--- src/rtl/spi_master_xcvr_pkg.sv ---
// Shared definitions for the SPI master transceiver: CPU word width,
// FSM state encodings and a sizing helper for the bit counter.
package spi_master_xcvr_pkg;

    localparam int W_CPU = 32;

    typedef enum logic [1:0] {
        SPI_ST_IDLE  = 2'd0,
        SPI_ST_LEAD  = 2'd1,
        SPI_ST_XFER  = 2'd2,
        SPI_ST_TRAIL = 2'd3
    } spi_state_e;

    // Bit counter must be able to hold the value w itself, not only w-1
    function automatic int cnt_width(input int w);
        return $clog2(w) + 1;
    endfunction

endpackage

--- src/rtl/spi_master_xcvr_clkgen.sv ---
// SCLK generator: counts half-periods of div+1 clk cycles while enabled,
// toggles SCLK at the end of each one and flags whether that toggle is the
// leading (away from CPOL) or trailing (back to CPOL) edge of a bit.
module spi_master_xcvr_clkgen
    import spi_master_xcvr_pkg::*;
#(
    parameter int W_DIV = 8,
    parameter bit CPOL  = 1'b0
) (
    input  logic             clk_i,
    input  logic             rst_i,
    input  logic             en_i,
    input  logic [W_DIV-1:0] div_i,
    output logic             lead_stb_o,
    output logic             trail_stb_o,
    output logic             sclk_o
);

    logic [W_DIV-1:0] cnt_q, cnt_d;
    logic             sclk_q, sclk_d;
    logic             hp_end;

    // Next-state: reload while disabled so the first half-period is full length
    always_comb begin
        hp_end = en_i && (cnt_q == '0);
        cnt_d  = div_i;
        sclk_d = en_i ? sclk_q : CPOL;
        if (en_i && !hp_end) begin
            cnt_d = cnt_q - W_DIV'(1);
        end
        if (hp_end) begin
            sclk_d = ~sclk_q;
        end
    end

    // Half-period counter and SCLK level registers
    always_ff @(posedge clk_i) begin
        if (rst_i) begin
            cnt_q  <= '0;
            sclk_q <= CPOL;
        end else begin
            cnt_q  <= cnt_d;
            sclk_q <= sclk_d;
        end
    end

    // A toggle from the idle level is the leading edge of a bit
    assign lead_stb_o  = hp_end && (sclk_q == CPOL);
    assign trail_stb_o = hp_end && (sclk_q != CPOL);
    assign sclk_o      = sclk_q;

endmodule

--- src/rtl/spi_master_xcvr.sv ---
// Full-duplex SPI master. A valid/ready word interface starts a frame:
// chip select asserts for one half-period, W_DATA bits are exchanged on
// MOSI/MISO, chip select holds for one more half-period, then the received
// word is presented with a one-cycle rx_valid pulse.
module spi_master_xcvr
    import spi_master_xcvr_pkg::*;
#(
    parameter int W_DATA    = W_CPU,
    parameter int W_DIV     = 8,
    parameter bit CPOL      = 1'b0,
    parameter bit CPHA      = 1'b0,
    parameter bit LSB_FIRST = 1'b0
) (
    input  logic              clk,
    input  logic              rst,
    input  logic [W_DIV-1:0]  div,
    input  logic [W_DATA-1:0] tx_data,
    input  logic              tx_valid,
    output logic              tx_ready,
    output logic [W_DATA-1:0] rx_data,
    output logic              rx_valid,
    output logic              busy,
    output logic              sclk,
    output logic              mosi,
    input  logic              miso,
    output logic              cs_n
);

    localparam int W_CNT = cnt_width(W_DATA);

    spi_state_e        state_q;
    logic [W_DATA-1:0] tx_sh_q;
    logic [W_DATA-1:0] rx_sh_q;
    logic [W_DATA-1:0] rx_data_q;
    logic [W_DIV-1:0]  div_q;
    logic [W_DIV-1:0]  wait_q;
    logic [W_CNT-1:0]  bit_cnt_q;
    logic              cs_n_q, mosi_q, tx_ready_q, busy_q, rx_valid_q;

    logic              clk_en, lead_stb, trail_stb;
    logic              sample_stb, shift_stb, last_bit;

    // Bit that goes on the wire next, given the configured bit order
    function automatic logic head_bit(input logic [W_DATA-1:0] v);
        return LSB_FIRST ? v[0] : v[W_DATA-1];
    endfunction

    // Discard the bit just driven so the next one becomes the head
    function automatic logic [W_DATA-1:0] shift_out(input logic [W_DATA-1:0] v);
        return LSB_FIRST ? (v >> 1) : (v << 1);
    endfunction

    // Insert a received bit so the first one ends at the first-sent position
    function automatic logic [W_DATA-1:0] shift_in(input logic [W_DATA-1:0] v, input logic b);
        return LSB_FIRST ? {b, v[W_DATA-1:1]} : {v[W_DATA-2:0], b};
    endfunction

    assign clk_en     = (state_q == SPI_ST_XFER);
    assign last_bit   = ((bit_cnt_q + W_CNT'(1)) == W_CNT'(W_DATA));
    assign sample_stb = CPHA ? trail_stb : lead_stb;
    // CPHA=0 already drove bit 0 at accept; its trailing edges load bits 1..W-1 only
    assign shift_stb  = CPHA ? lead_stb : (trail_stb && !last_bit);

    spi_master_xcvr_clkgen #(
        .W_DIV (W_DIV),
        .CPOL  (CPOL)
    ) u_clkgen (
        .clk_i       (clk),
        .rst_i       (rst),
        .en_i        (clk_en),
        .div_i       (div_q),
        .lead_stb_o  (lead_stb),
        .trail_stb_o (trail_stb),
        .sclk_o      (sclk)
    );

    // Frame sequencer with registered pin/handshake outputs and shift registers
    always_ff @(posedge clk) begin
        if (rst) begin
            state_q    <= SPI_ST_IDLE;
            cs_n_q     <= 1'b1;
            mosi_q     <= 1'b0;
            tx_ready_q <= 1'b1;
            busy_q     <= 1'b0;
            rx_valid_q <= 1'b0;
            rx_data_q  <= '0;
            tx_sh_q    <= '0;
            rx_sh_q    <= '0;
            div_q      <= '0;
            wait_q     <= '0;
            bit_cnt_q  <= '0;
        end else begin
            rx_valid_q <= 1'b0;
            case (state_q)
                SPI_ST_IDLE: begin
                    if (tx_valid && tx_ready_q) begin
                        div_q      <= div;
                        wait_q     <= div;
                        bit_cnt_q  <= '0;
                        rx_sh_q    <= '0;
                        cs_n_q     <= 1'b0;
                        tx_ready_q <= 1'b0;
                        busy_q     <= 1'b1;
                        state_q    <= SPI_ST_LEAD;
                        if (!CPHA) begin
                            mosi_q  <= head_bit(tx_data);
                            tx_sh_q <= shift_out(tx_data);
                        end else begin
                            tx_sh_q <= tx_data;
                        end
                    end
                end
                SPI_ST_LEAD: begin
                    if (wait_q == '0) begin
                        state_q <= SPI_ST_XFER;
                    end else begin
                        wait_q <= wait_q - W_DIV'(1);
                    end
                end
                SPI_ST_XFER: begin
                    if (sample_stb) begin
                        rx_sh_q <= shift_in(rx_sh_q, miso);
                    end
                    if (shift_stb) begin
                        mosi_q  <= head_bit(tx_sh_q);
                        tx_sh_q <= shift_out(tx_sh_q);
                    end
                    if (trail_stb) begin
                        bit_cnt_q <= bit_cnt_q + W_CNT'(1);
                        if (last_bit) begin
                            state_q <= SPI_ST_TRAIL;
                            wait_q  <= div_q;
                        end
                    end
                end
                SPI_ST_TRAIL: begin
                    if (wait_q == '0) begin
                        state_q    <= SPI_ST_IDLE;
                        cs_n_q     <= 1'b1;
                        tx_ready_q <= 1'b1;
                        busy_q     <= 1'b0;
                        rx_valid_q <= 1'b1;
                        rx_data_q  <= rx_sh_q;
                    end else begin
                        wait_q <= wait_q - W_DIV'(1);
                    end
                end
                default: begin
                    state_q <= SPI_ST_IDLE;
                end
            endcase
        end
    end

    assign tx_ready = tx_ready_q;
    assign rx_data  = rx_data_q;
    assign rx_valid = rx_valid_q;
    assign busy     = busy_q;
    assign mosi     = mosi_q;
    assign cs_n     = cs_n_q;

endmodule

--- config.mk ---
export PLATFORM = sky130hd
export DESIGN_NAME = spi_master_xcvr
export DESIGN_NICKNAME = d
export VERILOG_FILES = /design/src/rtl/spi_master_xcvr_pkg.sv /design/src/rtl/spi_master_xcvr_clkgen.sv /design/src/rtl/spi_master_xcvr.sv
export SDC_FILE = /design/constraint.sdc
export NUM_CORES = 1
export LEC_CHECK = 0
export CAP_MARGIN = 15
export CORE_MARGIN = 2
export CORE_UTILIZATION = 33
export CTS_BUF_LIST = sky130_fd_sc_hd__clkbuf_4 sky130_fd_sc_hd__clkbuf_8 sky130_fd_sc_hd__clkbuf_16
export CTS_CLUSTER_DIAMETER = 80
export CTS_CLUSTER_SIZE = 25
export DETAILED_ROUTE_END_ITERATION = 10
export HOLD_SLACK_MARGIN = 0.02
export SLEW_MARGIN = 20
export SYNTH_ARGS = -nofsm -noshare
export SYNTH_HDL_FRONTEND = slang
export SYNTH_HIERARCHICAL = 1
export SYNTH_SLANG_ARGS = --single-unit
--- constraint.sdc ---
create_clock -name clk -period 2.35 [get_ports clk]
set_clock_uncertainty 0.2 [all_clocks]
set_input_delay 0.47 -clock clk [delete_from_list [all_inputs] [get_ports clk]]
set_output_delay 0.47 -clock clk [all_outputs]
set_load 0.05 [all_outputs]
# After elaboration in Yosys (flattened, before gate mapping)
# Cells that the tools add are included.
# word_totals
reg_bits,133
wordCells,87
in_bits,44
output_inout_bits,38
# op_classes
reduce_logical,23
n_addsub,3
eq_ne,13
bitwise_logic,2
mux,33
# ops
cell,n
$mux 32,4
$pmux 32 s2,2
$mux 8,5
$pmux 8 s3,1
$ne 2x2->1 const B,9
$logic_not 8->1,2
$sub 8x1->8 const B,2
$mux 6,2
$pmux 6 s2,1
$reduce_and 3->1,4
$mux 2,5
$mux 1,9
$pmux 2 s4,1
$add 6x1->6 const B,1
$eq 6x6->1 const B,1
$logic_and 1x1->1,6
$pmux 1 s2,3
$reduce_and 5->1,1
$eq 2x2->1 const B,2
$reduce_and 2->1,2
$reduce_and 4->1,1
$reduce_bool 2->1,2
$reduce_or 2->1,2
$eq 2x1->1 const B,1
other kinds (3),5

# Longest topological paths before layout
# Gate-level depths: netlist of the first run.
# depth
ltp_word,6
depth_mapped,11
ltp_nobuf,9

# Cells and area by module
# The synthesis of the first run kept the hierarchy.
# modules_own_cells
module,n_inst,cells_each,seq_area_each_um2,area_per_inst_um2
spi_master_xcvr,1,630,2462.4,5368.9
spi_master_xcvr_clkgen,1,58,180.2,529.3

# Worst setup path before layout of the first run
# No wires, ideal clock.
# synth_timing
kind,flip-flop to flip-flop
startpoint,reg u_clkgen.cnt_q[4]
endpoint,reg tx_sh_q[26]
stages_incl_launch_ff,10
setup_ns,0.091
required_ns,2.059
period_less_slack_ns,2.220
setup_slack_ns,0.130
arrival_ns,1.929
path_cell_list,dfxtp_1 nor4_4 nand4_1 nor2_1 mux2_2 and2_1 buf_2 buf_2 a21oi_1 a311oi_1
# synth_between
elab_chain_cells,6
# synth_rtl
item,line_no,source
start: declaration,spi_master_xcvr_clkgen.sv:19,"logic [W_DIV-1:0] cnt_q, cnt_d;"
start signal: assignment,spi_master_xcvr_clkgen.sv:42,cnt_q <= cnt_d;
$logic_not 8->1,spi_master_xcvr_clkgen.sv:25,hp_end = en_i && (cnt_q == '0);
$logic_and 1x1->1,spi_master_xcvr_clkgen.sv:25,
$logic_and 1x1->1,spi_master_xcvr_clkgen.sv:49,assign trail_stb_o = hp_end && (sclk_q != CPOL);
named net trail_stb,spi_master_xcvr.sv:40,"logic clk_en, lead_stb, trail_stb;"
$logic_and 1x1->1,spi_master_xcvr.sv:62,assign shift_stb = CPHA ? lead_stb : (trail_stb && !last_bit);
$ne 2x2->1 (no source line),--,
$reduce_and 3->1 (no source line),--,
end signal: assignment,spi_master_xcvr.sv:107,tx_sh_q <= shift_out(tx_data);
end signal: assignment,spi_master_xcvr.sv:109,tx_sh_q <= tx_data;
end signal: assignment,spi_master_xcvr.sv:126,tx_sh_q <= shift_out(tx_sh_q);
end: declaration,spi_master_xcvr.sv:32,logic [W_DATA-1:0] tx_sh_q;
# The timed path passes the listed nets, and every way through them passes these cells.
# A chain may end at the register's enable or synchronous reset.

# Worst setup path in the final report of the first run
# layout_timing
startpoint,reg u_clkgen.cnt_q[4]
endpoint,reg wait_q[0]
# layout_between
elab_chain_cells,5
# layout_rtl
item,line_no,source
$logic_not 8->1,spi_master_xcvr_clkgen.sv:25,
$logic_and 1x1->1,spi_master_xcvr_clkgen.sv:25,
$logic_and 1x1->1,spi_master_xcvr_clkgen.sv:49,
named net trail_stb,spi_master_xcvr.sv:40,
$ne 2x2->1 (no source line),--,
$reduce_and 4->1 (no source line),--,
end signal: assignment,spi_master_xcvr.sv:98,wait_q <= div;
end signal: assignment,spi_master_xcvr.sv:117,wait_q <= wait_q - W_DIV'(1);
end signal: assignment,spi_master_xcvr.sv:132,wait_q <= div_q;
end: declaration,spi_master_xcvr.sv:36,logic [W_DIV-1:0] wait_q;
# The timed path passes the listed nets, and every way through them passes these cells.

==> results.toml, run 1 <==
[status]
status = "finished clean"

[sta]
rsz0062_at_grt = "true"
slew_violations = 0
finalSetupViolations = 0
setup_tns_ps = 0
tightest_slew_ps = 537.5
period_needed_ps = 2312
worst_hold_slack_ps = 244.2
slew_headroom_pct = 64.06
fmax_mhz = 432.6
hold_viol_final = 0
worst_slack_ps = 38.48
period_share_pct = 98.36

[worst_setup_path]
critPathArrivalTime_ps = 2420
crit_chain = "nor4_4 > nand4_1 > nor2_2 > buf_4 > nand3_2 > a21o_4 > a22oi_4 > nand2_4 > o41ai_1"
cp_slowest_stage_delay_ps = 330
cp.required_ps = 2460
crit_path_start_kind = "flip-flop"
cp_slowest_cell = "dfxtp_2"
crit_type = "reg2reg"
cp_max_fo = 6
worstSetupEndpointType = "flip-flop"

[global_route]
grt_first_pass_wirelength_um = 24010
grt.overflow.total = 0
grt_usage_pct = 15.93
grt_max_degree = 67
grt_pass1_vias = 4808
grt_antenna_before_repair = 0

[logic_synthesis]
synth_most_common_cell = "dfxtp_1"
yosysWarnings = 6
synth_edf_count = 0
ys_seq_elements = 132
netlist_area_mm2 = 0.005898
syn_nets = 742
synth.area.top_cells = "dfxtp_1, a21oi_1, nand2_1, mux2i_1, a311oi_1"
syn_avg_cell_area_um2 = 8.573
synthArstFlopShare_pct = 0
synth_top_area_cell = "dfxtp_1"
synth_top_area_share_pct = 44.80
yosysUniqueCellTypes = 59
ys_seq_area_share_pct = 44.80
netlist_top_cells_count = "dfxtp_1, nand2_1, a21oi_1"
synth_top_flop_cell = "dfxtp_1"
postSynthCellCount = 688

[worst_hold_path]
hold_path.class = "in2reg"

[clocking]
ctsLongestPathBuffers = 2
cts_buffers = 17
htree_levels = 4
clk_pin_slew_ps = 50
tritoncts = "done"
cts-root-buf = "clkbuf_16"
cts_hold_buf = 0
clock_latency_ps = 410
clock-sinks = 132

[route]
first_pass_iters = 4
viasPerCell = 5.151
drc_errors = 0
wirelength_um = 15130
vias = 5269
routedWlPerCell_um = 14.79
dr.first_iter.drc_count = 402
antenna_left = 0

[final_layout]
final_util_pct = 46.09
antenna_cells = 0
finalInstanceArea_mm2 = 0.008000
area_growth_pct = 35.64
drive_above_1_share_pct = 14.91
nNetsFinal = 839
nFillCells = 1700

[floorplan]
die_w_um = 137.7
die-height_um = 137.7
core_mm2 = 0.01736
io_pins = 82
start_util_pct = 33.98
rows = 48
fp.dieArea_mm2 = 0.01896

[place]
place_area_mm2 = 0.007166
io_buffers = 81
pre_cts_ws_ps = -8.291
place.gp.congestion = 0.8521
place_hpwl_um = 9318

[power]
peakVddDrop_mv = 0.6769
comb_power_share_pct = 42.4
p_sw_share_pct = 35.72
clkPwrFrac_pct = 27.4
p_leak_nw = 2.762
pwr-share-seq_pct = 30.2
power.density_mw_per_mm2 = 1218
power.internal_mw = 6.264
p_sw_mw = 3.482

[flow_run]
drv_cap = 0
## area by class of cell
cell class / instances / area, um2 / area share [%]
Inverter: 14 / 52.55 / 0.6569
Tap cell: 225 / 281.5 / 3.519
Sequential cell: 132 / 2644 / 33.05
Timing Repair Buffer: 130 / 1401 / 17.52
Multi-Input combinational cell: 490 / 3018 / 37.72
Clock buffer: 22 / 481.7 / 6.021
Clock inverter: 10 / 121.4 / 1.517
## per-layer routing
metal | vias up | share of wire (%) | wire [um] | track usage, %
met5 | - | 0 | 0 | 0
met4 | 0 | 0.94 | 142 | 5.952
met3 | 12 | 4.6 | 697 | 4.047
met2 | 95 | 46 | 6985 | 24.77
met1 | 2510 | 48 | 7303 | 21.28
li1 | 2652 | - | - | -
## power by group through the flow
stage	clock network, mW	logic, mW	registers [mW]
finish	2.67	4.14	2.94
detailed placement	0	3.54	2.97
CTS	2.73	3.56	2.93
global route	2.83	4.51	2.98
global placement	0	3.52	2.97
floorplan	0	2.39	2.99
## path summary, 6_finish.rpt
| kind | cells after the start | endpoint | slack (ps) | start |
|---|---|---|---|---|
| worst max-delay path | 9 | wait_q[0] | 40 | u_clkgen/cnt_q[4] |
| worst min-delay path | 2 | u_clkgen/cnt_q[1] | 240 | rst |
| worst max register to register | 9 | wait_q[0] | 40 | u_clkgen/cnt_q[4] |
| worst min register to register | 2 | rx_data[18] | 250 | rx_data[18] |
## through the flow
step / total power [mW] / std cells
floorplan: 5.380 / 688
global placement: 6.493 / 982
detailed placement: 6.513 / 982
CTS: 9.227 / 1014
global route: 10.32 / 1023
finish: 9.746 / 1023
## worst max-delay path: cells and delay by family (launching register included)
family          cells  cell delay, ps
compound gates      3             770
buf+inv             1             130
simple gates        5             790
flops               1             330
## logic make-up (layout without fill, tap and decap cells)
group,count (synthesis),in the layout,share of synthesized area [%]
mux,36,36,6.152
buf+inv,67,176,5.346
fa+ha+maj,10,10,2.121
xor+xnor,10,10,1.485
simple gates,226,227,17.01
compound gates,207,207,23.08
flops,132,132,44.80
## registers in the layout, summed over array words and instances, names as in the netlist, 2 cells and up
| signal | count |
|---|---|
| rx_data | 32 |
| tx_sh_q | 31 |
| div_q | 8 |
| bit_cnt_q | 6 |
| rx_sh_q | 32 |
| u_clkgen/cnt_q | 8 |
| wait_q | 8 |
| state_q | 2 |
## placed cells by master, fill, tap and decap left out, types with 3 or more instances in the layout
master	instances
a21oi_1	121
a311oi_1	30
nor2_1	26
buf_6	4
o2111ai_1	4
xnor2_1	5
clkbuf_16	22
o211ai_1	4
nor3_1	8
buf_12	8
o21ai_0	13
inv_1	13
a211oi_2	6
a221o_1	3
buf_4	30
nand2_1	130
clkdlybuf4s50_1	78
mux2i_1	34
dfxtp_1	131
nand3_1	41
clkinvlp_4	4
clkbuf_8	3
ha_1	9
xor2_1	5
## what timing repair did
action                                  4_1_cts  5_1_grt
endpoints found under the setup margin        4       75
resized for setup                             2       19
cloned                                        0        7
setup buffers                                 0        2
pin swaps                                     1       21
Power figures use the tool's default switching activity.
==> run 2: changes to the inputs <==
==> constraint.sdc (replaced) <==
create_clock -name clk -period 2.35 [get_ports clk]
set_clock_uncertainty 0.2 [all_clocks]
set_input_delay 0.235 -clock clk [delete_from_list [all_inputs] [get_ports clk]]
set_output_delay 0.235 -clock clk [all_outputs]
set_load 0.05 [all_outputs]
==> results.toml, run 2 (synthesis gave the netlist of run 1 again) <==
[final_layout]
area_growth_pct = 31.01
layout_common_cells = "nand2_1, dfxtp_1, a21oi_1"
drive_above_1_share_pct = 12.27
nFillCells = 1727
antenna_cells = 0
nNetsFinal = 815
final_util_pct = 44.52

[global_route]
grt_antenna_before_repair = 0
grt_usage_pct = 16.31
grt_first_pass_wirelength_um = 24520
grt.overflow.total = 0
grt_pass1_vias = 4910
grt_max_degree = 62

[clocking]
ctsLongestPathBuffers = 2
cts-root-buf = "clkbuf_16"
clk_pin_slew_ps = 50
htree_levels = 4
clock_latency_ps = 420
clock-sinks = 132
cts_setup_buffers = 0
tritoncts = "done"
cts_buffers = 17
cts_hold_buf = 0

[sta]
setup_tns_ps = 0
period_needed_ps = 2343
tightest_slew_ps = 612.2
finalSetupViolations = 0
hold_viol_final = 0
rsz0062_at_grt = "true"
slew_violations = 0
fmax_mhz = 426.8
period_share_pct = 99.70
slew_headroom_pct = 59.18
worst_hold_slack_ps = 86.45

[worst_setup_path]
cp_slowest_stage_delay_ps = 330
cp_slowest_cell = "dfxtp_2"
cp_top_family = "simple AND/OR/NAND/NOR gates"
cp.required_ps = 2450
crit_path_start_kind = "flip-flop"
cp_num_buf_inv = 0
critPathArrivalTime_ps = 2440
cp_max_fo = 6
crit_chain = "nor4_4 > nand4_1 > nor2_2 > nand3_1 > a21o_2 > a22oi_4 > nand2_4 > mux2_2"
crit_type = "reg2reg"
worstSetupEndpointType = "flip-flop"

[floorplan]
die-height_um = 137.7
start_util_pct = 33.98
core_mm2 = 0.01736
io_pins = 82
fp.dieArea_mm2 = 0.01896
rows = 48
die_w_um = 137.7

[route]
vias = 5120
viasPerCell = 5.125
drc_errors = 0
wirelength_um = 14660
routedWlPerCell_um = 14.67
antenna_left = 0
first_pass_iters = 4
dr.first_iter.drc_count = 364

[power]
p_total_mw = 9.365
power.density_mw_per_mm2 = 1212
p_leak_nw = 2.633
peakVddDrop_mv = 0.6554

[worst_hold_path]
hold_path.class = "in2reg"

[place]
io_buffers = 81
place_hpwl_um = 9230
place.gp.congestion = 0.8436

[flow_run]
drv_cap = 0

[status]
status = "finished clean"
## run 2: cell types whose count changed in the layout (fill, tap and decap cells not counted), sizes merged, moves of 2 or more
cell	previous run	this run
dlygate4sd2	2	0
buf	45	26
clkinvlp	4	1
clkdlybuf4s50	78	80
## run 2: final cells by class
cell class / instances / area [um2] / area share [%]
clock buffer: 25 / 523.0 / 6.768
clock inverter: 7 / 116.4 / 1.506
inverter: 14 / 52.55 / 0.6801
multi-input combinational: 489 / 2989 / 38.68
sequential: 132 / 2645 / 34.23
tap: 225 / 281.5 / 3.643
timing repair buffer: 107 / 1120 / 14.49
## run 2: through the flow
step           cell area (um2)  setup WS (ps)  instances
3_3_place_gp              7020          78.97        966
5_1_grt                   7727         -112.6        999
4_1_cts                   7662          5.329        998
2_1_floorplan             5898          130.2        688
6_report                  7727          7.156        999
3_5_place_dp              7020         -22.17        966
## run 2: power breakdown
group	switching [mW]	total, mW	internal, mW
sequential	0.304	2.96	2.66
clock	0.967	2.83	1.86
combinational	2.03	3.57	1.54
total	3.30	9.37	6.06
## run 2: worst paths after layout
path	from	slack [ps]	depth (start not counted)	end
worst max register to register	u_clkgen/cnt_q[2]	7	8	wait_q[5]
worst max-delay path	u_clkgen/cnt_q[2]	7	8	wait_q[5]
worst min-delay path	rst	90	2	rx_valid
worst min register to register	rx_sh_q[31]	250	2	rx_sh_q[31]
## run 2: layer usage
metal / global-route usage (%) / share of wire [%] / vias to the layer above
li1: - / - / 2605
met1: 21.84 / 47 / 2406
met2: 24.99 / 47 / 96
met3: 4.967 / 5.0 / 13
met4: 5.442 / 1.1 / 0
met5: 0 / 0 / -
## run 2: timing repair
item | in CTS | in global routing
endpoints found under the setup margin | 5 | 32
resized for setup | 1 | 12
pin swaps | 1 | 13
gates cloned | 0 | 1
==> run 3: changes to the inputs <==
--- a/config.mk
+++ b/config.mk
@@ -9,7 +9,7 @@
 export CORE_MARGIN = 2
 export CORE_UTILIZATION = 33
 export CTS_BUF_LIST = sky130_fd_sc_hd__clkbuf_4 sky130_fd_sc_hd__clkbuf_8 sky130_fd_sc_hd__clkbuf_16
-export CTS_CLUSTER_DIAMETER = 80
+export CTS_CLUSTER_DIAMETER = 150
 export CTS_CLUSTER_SIZE = 25
 export DETAILED_ROUTE_END_ITERATION = 10
 export HOLD_SLACK_MARGIN = 0.02
==> results of run 3 <==
Same layout as run 2: the final DEF is identical, and so are final timing and power.
